[src/rtl/decode_ctrl_pkg.sv]
// Shared decode definitions: RV32I opcodes, immediate-format codes and the
// ID/EX control bundle. The IMM_* codes are also what imm_gen consumes, so
// they must not be renumbered.
package decode_ctrl_pkg;

  localparam logic [6:0] OPC_LUI    = 7'b0110111;
  localparam logic [6:0] OPC_AUIPC  = 7'b0010111;
  localparam logic [6:0] OPC_JAL    = 7'b1101111;
  localparam logic [6:0] OPC_JALR   = 7'b1100111;
  localparam logic [6:0] OPC_BRANCH = 7'b1100011;
  localparam logic [6:0] OPC_LOAD   = 7'b0000011;
  localparam logic [6:0] OPC_STORE  = 7'b0100011;
  localparam logic [6:0] OPC_OP_IMM = 7'b0010011;
  localparam logic [6:0] OPC_OP     = 7'b0110011;
  localparam logic [6:0] OPC_SYSTEM = 7'b1110011;

  localparam logic [2:0] IMM_I = 3'd0;
  localparam logic [2:0] IMM_S = 3'd1;
  localparam logic [2:0] IMM_B = 3'd2;
  localparam logic [2:0] IMM_U = 3'd3;
  localparam logic [2:0] IMM_J = 3'd4;

  // addi x0,x0,0 -- what the ID/EX register shows when it holds nothing
  localparam logic [31:0] NOP_INST_DEF = 32'h0000_0013;

  typedef enum logic {
    ST_RUN,
    ST_DRAIN
  } state_e;

  typedef struct packed {
    logic [2:0] imm_sel;
    logic       reg_we;
    logic       mem_re;
    logic       mem_we;
    logic       br;
    logic       jmp;
    logic       illegal;
  } ctrl_t;

endpackage

[src/rtl/decode_ctrl_decode_logic.sv]
// Purely combinational opcode decoder: immediate format, datapath control
// flags and which source registers the instruction actually reads.
module decode_logic
  import decode_ctrl_pkg::*;
(
  input  logic [6:0] opcode_i,
  output logic [2:0] imm_sel_o,
  output logic       reg_we_o,
  output logic       mem_re_o,
  output logic       mem_we_o,
  output logic       br_o,
  output logic       jmp_o,
  output logic       illegal_o,
  output logic       uses_rs1_o,
  output logic       uses_rs2_o
);

  // Opcode lookup; anything unrecognised is flagged illegal with no side effects
  always_comb begin
    imm_sel_o  = IMM_I;
    reg_we_o   = 1'b0;
    mem_re_o   = 1'b0;
    mem_we_o   = 1'b0;
    br_o       = 1'b0;
    jmp_o      = 1'b0;
    illegal_o  = 1'b0;
    uses_rs1_o = 1'b1;
    uses_rs2_o = 1'b0;
    case (opcode_i)
      OPC_LUI, OPC_AUIPC: begin
        imm_sel_o  = IMM_U;
        reg_we_o   = 1'b1;
        uses_rs1_o = 1'b0;
      end
      OPC_JAL: begin
        imm_sel_o  = IMM_J;
        reg_we_o   = 1'b1;
        jmp_o      = 1'b1;
        uses_rs1_o = 1'b0;
      end
      OPC_JALR: begin
        reg_we_o = 1'b1;
        jmp_o    = 1'b1;
      end
      OPC_BRANCH: begin
        imm_sel_o  = IMM_B;
        br_o       = 1'b1;
        uses_rs2_o = 1'b1;
      end
      OPC_LOAD: begin
        reg_we_o = 1'b1;
        mem_re_o = 1'b1;
      end
      OPC_STORE: begin
        imm_sel_o  = IMM_S;
        mem_we_o   = 1'b1;
        uses_rs2_o = 1'b1;
      end
      OPC_OP_IMM, OPC_SYSTEM: begin
        reg_we_o = 1'b1;
      end
      OPC_OP: begin
        reg_we_o   = 1'b1;
        uses_rs2_o = 1'b1;
      end
      default: begin
        illegal_o = 1'b1;
      end
    endcase
  end

endmodule

[src/rtl/decode_ctrl.sv]
// Decode-stage controller: decodes the fetched instruction into the ID/EX
// register, inserts one bubble on a load-use hazard and discards wrong-path
// fetches for a fixed number of cycles after a redirect.
module decode_ctrl
  import decode_ctrl_pkg::*;
#(
  parameter logic [31:0] NOP_INST     = NOP_INST_DEF,
  parameter int          DRAIN_CYCLES = 1,
  parameter int          CNT_W        = 32
) (
  input  logic             clk,
  input  logic             rst,
  input  logic             if_valid,
  input  logic [31:0]      if_inst,
  input  logic [31:0]      if_pc,
  output logic             id_ready,
  input  logic             flush,
  input  logic             ex_ready,
  output logic             ex_valid,
  output logic [31:0]      ex_inst,
  output logic [31:0]      ex_pc,
  output logic [2:0]       ex_imm_sel,
  output logic             ex_reg_we,
  output logic             ex_mem_re,
  output logic             ex_mem_we,
  output logic             ex_br,
  output logic             ex_jmp,
  output logic             ex_illegal,
  output logic [CNT_W-1:0] bubble_cnt,
  output logic [CNT_W-1:0] drop_cnt
);

  localparam logic [2:0] DRAIN_LD = 3'(DRAIN_CYCLES);

  state_e           state_q, state_d;
  logic [2:0]       drain_q, drain_d;
  logic             ex_valid_q, ex_valid_d;
  logic [31:0]      ex_inst_q, ex_inst_d;
  logic [31:0]      ex_pc_q, ex_pc_d;
  ctrl_t            ctrl_q, ctrl_d;
  logic [CNT_W-1:0] bubble_q, bubble_d;
  logic [CNT_W-1:0] drop_q, drop_d;

  ctrl_t            dec_ctrl;
  logic             dec_rs1, dec_rs2;
  logic [4:0]       ld_rd;
  logic             hz;
  logic             rdy;

  decode_logic u_dec (
    .opcode_i   (if_inst[6:0]),
    .imm_sel_o  (dec_ctrl.imm_sel),
    .reg_we_o   (dec_ctrl.reg_we),
    .mem_re_o   (dec_ctrl.mem_re),
    .mem_we_o   (dec_ctrl.mem_we),
    .br_o       (dec_ctrl.br),
    .jmp_o      (dec_ctrl.jmp),
    .illegal_o  (dec_ctrl.illegal),
    .uses_rs1_o (dec_rs1),
    .uses_rs2_o (dec_rs2)
  );

  function automatic logic [CNT_W-1:0] sat_inc(input logic [CNT_W-1:0] v);
    return (&v) ? v : v + CNT_W'(1);
  endfunction

  // Load in EX whose rd (non-x0) feeds a source the incoming instruction reads
  assign ld_rd = ex_inst_q[11:7];
  assign hz    = ex_valid_q & ctrl_q.mem_re & (ld_rd != 5'd0) &
                 ((dec_rs1 & (if_inst[19:15] == ld_rd)) |
                  (dec_rs2 & (if_inst[24:20] == ld_rd)));

  // Next-state: flush dominates, then accept, then bubble/consume/hold
  always_comb begin
    state_d    = state_q;
    drain_d    = drain_q;
    ex_valid_d = ex_valid_q;
    ex_inst_d  = ex_inst_q;
    ex_pc_d    = ex_pc_q;
    ctrl_d     = ctrl_q;
    bubble_d   = bubble_q;
    drop_d     = drop_q;
    rdy        = 1'b0;
    case (state_q)
      ST_RUN: begin
        rdy = !flush & !hz & (!ex_valid_q | ex_ready);
        if (flush) begin
          ex_valid_d = 1'b0;
          ex_inst_d  = NOP_INST;
          ex_pc_d    = '0;
          ctrl_d     = '0;
          state_d    = ST_DRAIN;
          drain_d    = DRAIN_LD;
        end else if (if_valid & rdy) begin
          ex_valid_d = 1'b1;
          ex_inst_d  = if_inst;
          ex_pc_d    = if_pc;
          ctrl_d     = dec_ctrl;
        end else begin
          // A stalled hazard (EX not consuming) is a plain hold, not a bubble
          if (hz & ex_ready & if_valid) bubble_d = sat_inc(bubble_q);
          if (!ex_valid_q | ex_ready) begin
            ex_valid_d = 1'b0;
            ex_inst_d  = NOP_INST;
            ex_pc_d    = '0;
            ctrl_d     = '0;
          end
        end
      end
      ST_DRAIN: begin
        rdy        = !flush;
        ex_valid_d = 1'b0;
        ex_inst_d  = NOP_INST;
        ex_pc_d    = '0;
        ctrl_d     = '0;
        if (flush) begin
          drain_d = DRAIN_LD;
        end else begin
          if (if_valid) drop_d = sat_inc(drop_q);
          drain_d = drain_q - 3'd1;
          if (drain_q == 3'd1) state_d = ST_RUN;
        end
      end
    endcase
  end

  // ID/EX pipeline register, FSM and performance counters
  always_ff @(posedge clk or posedge rst) begin
    if (rst) begin
      state_q    <= ST_RUN;
      drain_q    <= 3'd0;
      ex_valid_q <= 1'b0;
      ex_inst_q  <= NOP_INST;
      ex_pc_q    <= '0;
      ctrl_q     <= '0;
      bubble_q   <= '0;
      drop_q     <= '0;
    end else begin
      state_q    <= state_d;
      drain_q    <= drain_d;
      ex_valid_q <= ex_valid_d;
      ex_inst_q  <= ex_inst_d;
      ex_pc_q    <= ex_pc_d;
      ctrl_q     <= ctrl_d;
      bubble_q   <= bubble_d;
      drop_q     <= drop_d;
    end
  end

  assign id_ready   = rdy;
  assign ex_valid   = ex_valid_q;
  assign ex_inst    = ex_inst_q;
  assign ex_pc      = ex_pc_q;
  assign ex_imm_sel = ctrl_q.imm_sel;
  assign ex_reg_we  = ctrl_q.reg_we;
  assign ex_mem_re  = ctrl_q.mem_re;
  assign ex_mem_we  = ctrl_q.mem_we;
  assign ex_br      = ctrl_q.br;
  assign ex_jmp     = ctrl_q.jmp;
  assign ex_illegal = ctrl_q.illegal;
  assign bubble_cnt = bubble_q;
  assign drop_cnt   = drop_q;

endmodule

[config.mk]
export PLATFORM = sky130hd
export DESIGN_NAME = decode_ctrl
export DESIGN_NICKNAME = d
export VERILOG_FILES = /design/src/rtl/decode_ctrl_pkg.sv /design/src/rtl/decode_ctrl_decode_logic.sv /design/src/rtl/decode_ctrl.sv
export SDC_FILE = /design/constraint.sdc
export NUM_CORES = 1
export LEC_CHECK = 0
export ABC_CLOCK_PERIOD_IN_PS = 5100
export CORE_MARGIN = 4
export CORE_UTILIZATION = 42
export CTS_CLUSTER_DIAMETER = 30
export DETAILED_ROUTE_END_ITERATION = 10
export PLACE_DENSITY = 0.82
export SYNTH_ARGS = -nofsm -noshare
export SYNTH_HDL_FRONTEND = slang
export SYNTH_SLANG_ARGS = --single-unit
[constraint.sdc]
create_clock -name clk -period 5.1 [get_ports clk]
set_clock_uncertainty 0.05 [all_clocks]
set_input_delay 1.02 -clock clk [delete_from_list [all_inputs] [get_ports clk]]
set_output_delay 1.02 -clock clk [all_outputs]
set_load 0.05 [all_outputs]
# [Word level (Yosys, flattened, before mapping)]
# Index checks and enable logic that the tools add are counted.
[op_classes] n_addsub=3 n_mul=0 div=0 order_cmp=0 eq_ne=15 shift=0 n_mux=33 bitwise_logic=17 reduce_logical=14
[ops] operator="$mux 32" n=6
[ops] operator="$pmux 32 s2" n=2
[ops] operator="$add 32x1->32 const B" n=2
[ops] operator="$reduce_and 32->1" n=2
[ops] operator="$eq 7x7->1 const B" n=4
[ops] operator="$mux 9" n=3
[ops] operator="$eq 7x6->1 const B" n=3
[ops] operator="$pmux 9 s2" n=1
[ops] operator="$eq 7x5->1 const B" n=2
[ops] operator="$mux 1" n=14
[ops] operator="$pmux 3 s4" n=1
[ops] operator="$and 1x1->1" n=10
[ops] operator="$eq 5x5->1" n=2
[ops] operator="$reduce_or 10->1" n=1
[ops] operator="$reduce_or 8->1" n=1
[ops] operator="$eq 7x2->1 const B" n=1
[ops] operator="$mux 3" n=2
[ops] operator="$pmux 1 s2" n=3
[ops] operator="$pmux 3 s2" n=1
[ops] operator="$reduce_or 3->1" n=2
[ops] operator="$not 1->1" n=5
[ops] operator="$reduce_and 5->1" n=1
[ops] operator="$reduce_bool 5->1" n=1
[ops] operator="$ne 4x4->1 const B" n=1
[ops] operator="other kinds (7)" n=11
[totals] reg_bits=142 latchBits=0 ram_bits=0 mem_bits_ro=0 inputBits=69 output_inout_bits=139 word_cells=96 memories=0

# [Longest topological paths before layout]
[depth] depth_word=13 depth_mapped=9 ltp_nobuf=7

# [Modules after synthesis]
# A second synthesis with hierarchy kept.
[unflattened] hier_cells=534 hier_area_um2=6324.8
[modules_own_cells] mod="decode_ctrl" n_inst=1 cells_per_inst=503 area_per_inst_um2=6119.6 seq_area_each_um2=3557.2
[modules_own_cells] mod="decode_logic" n_inst=1 cells_per_inst=31 area_per_inst_um2=205.2 seq_area_each_um2=0.0

# [Least setup slack after synthesis]
# OpenSTA, ideal clock, no wires.
[synth_path] path_type="input to output" start="input if_inst[6]" end="output id_ready" arrival_ns=2.739 t_required_ns=4.030 slack_ns=1.291 path_stages=8 n_path_buf=2 path_cell_list="buf_2 nand3b_1 o211ai_1 a2111oi_2 nor2_2 clkbuf_8 a21oi_1 nor2_1"
[synth_via] elab_chain_cells=10 elab_cells_between_ends=18 classes_between="eq/ne: 6; mux: 3; bitwise: 6; reduce/logical: 3"
[synth_rtl] item="start: declaration" line="decode_ctrl.sv:14" source="input logic [31:0] if_inst,"
[synth_rtl] item="$eq 7x6->1 (tied with other cells)" line="decode_ctrl_decode_logic.sv:29" source="case (opcode_i)"
[synth_rtl] item="$reduce_or 3->1 (no line)"
[synth_rtl] item="$mux 1" line="decode_ctrl_decode_logic.sv:29"
[synth_rtl] item="$and 1x1->1 (on tied branches)" line="decode_ctrl.sv:70, decode_ctrl.sv:71"
[synth_rtl] item="$or 1x1->1 *" line="decode_ctrl.sv:70" source="((dec_rs1 & (if_inst[19:15] == ld_rd)) |"
[synth_rtl] item="$and 1x1->1 *" line="decode_ctrl.sv:69" source="assign hz = ex_valid_q & ctrl_q.mem_re & (ld_rd != 5'd0) &"
[synth_rtl] item="$logic_not 1->1 *" line="decode_ctrl.sv:86" source="rdy = !flush & !hz & (!ex_valid_q | ex_ready);"
[synth_rtl] item="$and 1x1->1 * (2 in series)" line="decode_ctrl.sv:86"
[synth_rtl] item="$pmux 1 s2 *" line="decode_ctrl.sv:84" source="case (state_q)"
[synth_rtl] item="end: declaration" line="decode_ctrl.sv:16" source="output logic id_ready,"
# Every way passes the cells marked *; elsewhere a longest branch is shown, timed or not.

# [Worst setup path in the final report]
[layout_path] start="input if_inst[5]" end="output id_ready"
# The elaborated chain is that of the path after synthesis.

==> results <==
- The number of max-slew violations in the final report is 0.
- Of the available clock period, the critical path in the final layout requires 87.3%.
- In the final design database the tool counted 821 nets.
- For this run, the share of the core covered by cells in the final layout is 62.7%.
- The iteration-0 DRC count of the detailed router is 320.
- The total placed cells including tap cells is 913.
- Of the total synthesized cell area, the portion taken by XOR and XNOR cells is 10.2%.
- By startpoint and endpoint, the worst setup path is classified as in -> out.
- The classification of the worst-slack hold path is reg -> reg.
- The number of clock sinks seen by CTS is 142.
- The total power is 3.20 mW.
- Once detailed placement completed, the half-perimeter wirelength came to 12200 um.
- The area of the mapped netlist is 6280 um^2.
- Of all cell types, the one taking the most synthesized area is dfrtp_1.
- For this run, the total global-route usage over all layers was measured as 20.2%.
- The die is 130 um tall.
- The transition time of the tightest slew-check pin is 0.959 ns.
- For the worst-skew pair, the clock arrives at the later sink with an insertion delay of 0.41 ns.
- Counting every net in the synthesized netlist gives 612.
- The routed length on met1 is 7130 um.
- The worst setup path is launched from a primary input.
- The area added between synthesis and finish is 45.7%.
- The die is 130 um wide.
- Setup repair after global routing left no endpoint under its margin.
- Using the TritonRoute via totals, the vias-per-cell ratio works out to 5.37.
- The type of destination of the critical path is an output pin.
- For this run, the register share of the synthesized area comes to 56.7%.
- The top-level I/O count is 208.
- The maximum vdd drop is 0.000235 V.
- For this run, the number of Yosys warnings is 0.
- Headroom to the max-slew limit came out at 35.5%.
- Counting both buffers and inverters, the worst setup path holds a total of 2.
- The initial utilization of the core area, before any placement, comes to 43.0%.
- The total met2 wirelength after detailed routing is 8090 um.
- Of the total synthesized cell area, the portion taken by full adders, half adders and majority gates is 0.797%.
- The number of global-route vias before repair is 5269.
- Derived from the worst setup path, the maximum achievable clock frequency is 225 MHz.
- The leakage power total is 4.08 nW.
- For this run, the detailed router's first-pass iteration total came to 4.
- The slowest stage of the critical path is the clkdlybuf4s50_1 cell.
- In this run the power density over the cells is 350 nW/um^2.
- The share of final-layout standard cells stronger than drive strength 1 is 7.63%.
- Along the worst path, the maximum fanout reaches 14.
- In this run the number of H-tree levels came out at 4.
- Data on the critical path is required at its endpoint by 4.03 ns.
- The last weighted congestion value of the routability-driven placer is 0.836.
- The portion of synthesized area spent on multiplexers is 0.538%.
- The area of the die is 17000 um^2.
- Ranked by total cell area, the synthesized netlist is headed by dfrtp_1 (55%), a22o_1 (8.8%), xor2_1 (6.7%), xnor2_1 (3.2%), nand2_1 (2.5%).
- The setup total negative slack is 0 ns.
- The initialized floorplan defines 44 standard-cell rows.
- The total overflow left after global routing is 0.
- The final layout contains routed wiring with a total length of 16900 um.
- CTS placed an instance of clkbuf_16 at the clock tree root.
- The time the final worst path needs with I/O delays and setup is 4.45 ns.
- In the detailed route, the total length drawn on met3 is 1440 um.
- The library cell used most frequently in the layout, excluding fill and tap cells, is clkdlybuf4s50_1.
- Entering global routing, the biggest net connects 73 pins.
- The synthesized flop and latch total is 142.
- The number of antenna violations at the first check in global routing is 0.
- After Yosys synthesis, and, or, nand and nor cells account for 16.8% of the synthesized area.
- Synthesis produced 539 cells.
- The synthesized netlist devotes 12.3% of its cell area to compound gates.
- The run finished with clean final reports.
- The detailed-route via count is 5078.
- TritonCTS built the clock tree.
- The cell family contributing the most delay on the critical path is simple AND/OR/NAND/NOR gates.
- The average footprint of a synthesized cell is 11.6 um^2.
- The prevailing post-synth register cell is dfrtp_1.
- The number of endpoints with negative hold slack in the final report was 0.
- The region available for standard cell placement spans 14600 um^2.
- After synthesis, the share of flip-flops with an asynchronous set or reset is 100%.
- Buffers placed on the I/O ports in this run total 207.
- In the final routed layout, each cell accounts on average for 17.8 um.
- In this design, the stage delay of the slowest critical-path cell is 0.63 ns.
- The top layer used by detailed routing is met4.
- The cts-stage hold buffer count is 0.
- Yosys mapped a number of flops with a built-in enable equal to 0.
- After detailed routing, the number of remaining DRC violations is 0.
- Post-CTS timing repair inserted 0 buffers for setup.
- Leaving out filler cells and counting taps, the final layout contains 945.
- Data arrives at the worst endpoint at 3.38 ns.
- The wire length of the first global-routing pass is 26900 um.
- The dominant combinational cell family by area after synthesis is simple AND/OR/NAND/NOR gates.
- The final antenna-violating net count is 0.
- The share of Yosys cell area claimed by the top area cell type is 55.4%.
- The longest clock path from root to sink contains 2 buffers.
- The signal on the critical path passes through clkdlybuf4s50_1, a21bo_1, or4_4, nor3_4, nor2_2, a21oi_1, nor2_1, buf_4.
- After clock tree synthesis, the repair step resized 0 gates.
- Clock-pin slew was measured on the worst setup and hold paths at 0.06 ns.
- The unique cell type count in the Yosys netlist is 54.
- In the layout the commonest cells are clkdlybuf4s50_1 (206), dfrtp_1 (139), a22o_1 (63), xor2_1 (48), nand2_1 (42).
- Across the run, the number of max-cap violations was 0.
- Setup violations remaining at the end of the flow were counted as 0.
- The total clock buffers created by CTS is 17.
[where the power goes]
part	switching (mW)	internal [mW]	leakage [nW]	total, mW
Sequential	0.0745	1.20	1.93	1.27
Combinational	0.363	0.226	1.84	0.589
Clock	0.452	0.889	0.312	1.34
Total	0.889	2.32	4.08	3.20
[synth_stat cells, types with 5 or more instances]
master    number
xnor2_1       23
and3_1         6
nor2_1        39
nor4_2         5
nand3_1       21
clkbuf_1      10
inv_1         12
nand4_1       18
nor3_1        19
nand2_1       42
a22o_1        63
xor2_1        48
dfrtp_1      139
or3_1          5
and2_1         6
and4_1         6
buf_2          6
[path summary, 6_finish.rpt]
path | start | endpoint | slack (ns) | cells after the start
min | bubble_cnt[27] | bubble_cnt[27] | 0.43 | 1
min in group asynchronous | rst | drop_cnt[11] | 1.05 | 2
max | if_inst[5] | id_ready | 0.65 | 8
min reg2reg | bubble_cnt[27] | bubble_cnt[27] | 0.43 | 1
max reg2reg | ex_inst[8] | bubble_cnt[1] | 2.35 | 5
max in group asynchronous | rst | ex_inst[0] | 2.99 | 3
[stage by stage]
step	setup WS, ns	hold slack, ns	instance area, um^2
after floorplan	0.225	0.446	6280
after global placement	0.730	0.409	8500
after detailed placement	0.683	0.409	8500
after CTS	0.673	0.436	9140
after global routing	0.523	0.464	9140
final	0.647	0.434	9150
[state kept, by name, summed over array words and instances (netlist names)]
signal and count:
ex_imm_sel 3, ex_reg_we 1, drain_q 3, bubble_cnt 32, ex_valid 1, ex_mem_re 1, ex_pc 32, ex_mem_we 1
ex_br 1, ex_inst 32, state_q 1, ex_jmp 1, drop_cnt 32, ex_illegal 1
[logic make-up (layout without fill, tap and decap cells)]
family                     after synthesis  in the layout
xor gates and xnor gates                72             72
adders and majority gates                4              4
AOI/OAI and AO/OA                       91             91
buffers and inverters                   34            255
muxes                                    3              3
and+or+nand+nor                        193            193
other                                    0              1
DFF                                    142            142
[final cells by class]
class,instances,area [um^2]
inverter,12,50.0
clock inverter,11,189
sequential,142,3560
multi-input combinational,363,2550
timing repair buffer,212,2110
clock buffer,20,457
tap,184,230
fill,1122,5440
antenna,1,2.50
[metal layers]
| metal | global-route usage, % | vias to the layer above |
|---|---|---|
| met3 | 6.51 | 18 |
| met2 | 32.3 | 199 |
| met1 | 26.3 | 2495 |
| met4 | 5.99 | 0 |
| met5 | 0 | - |
| li1 | - | 2366 |
Note: power is estimated with default switching activity, not from simulation.
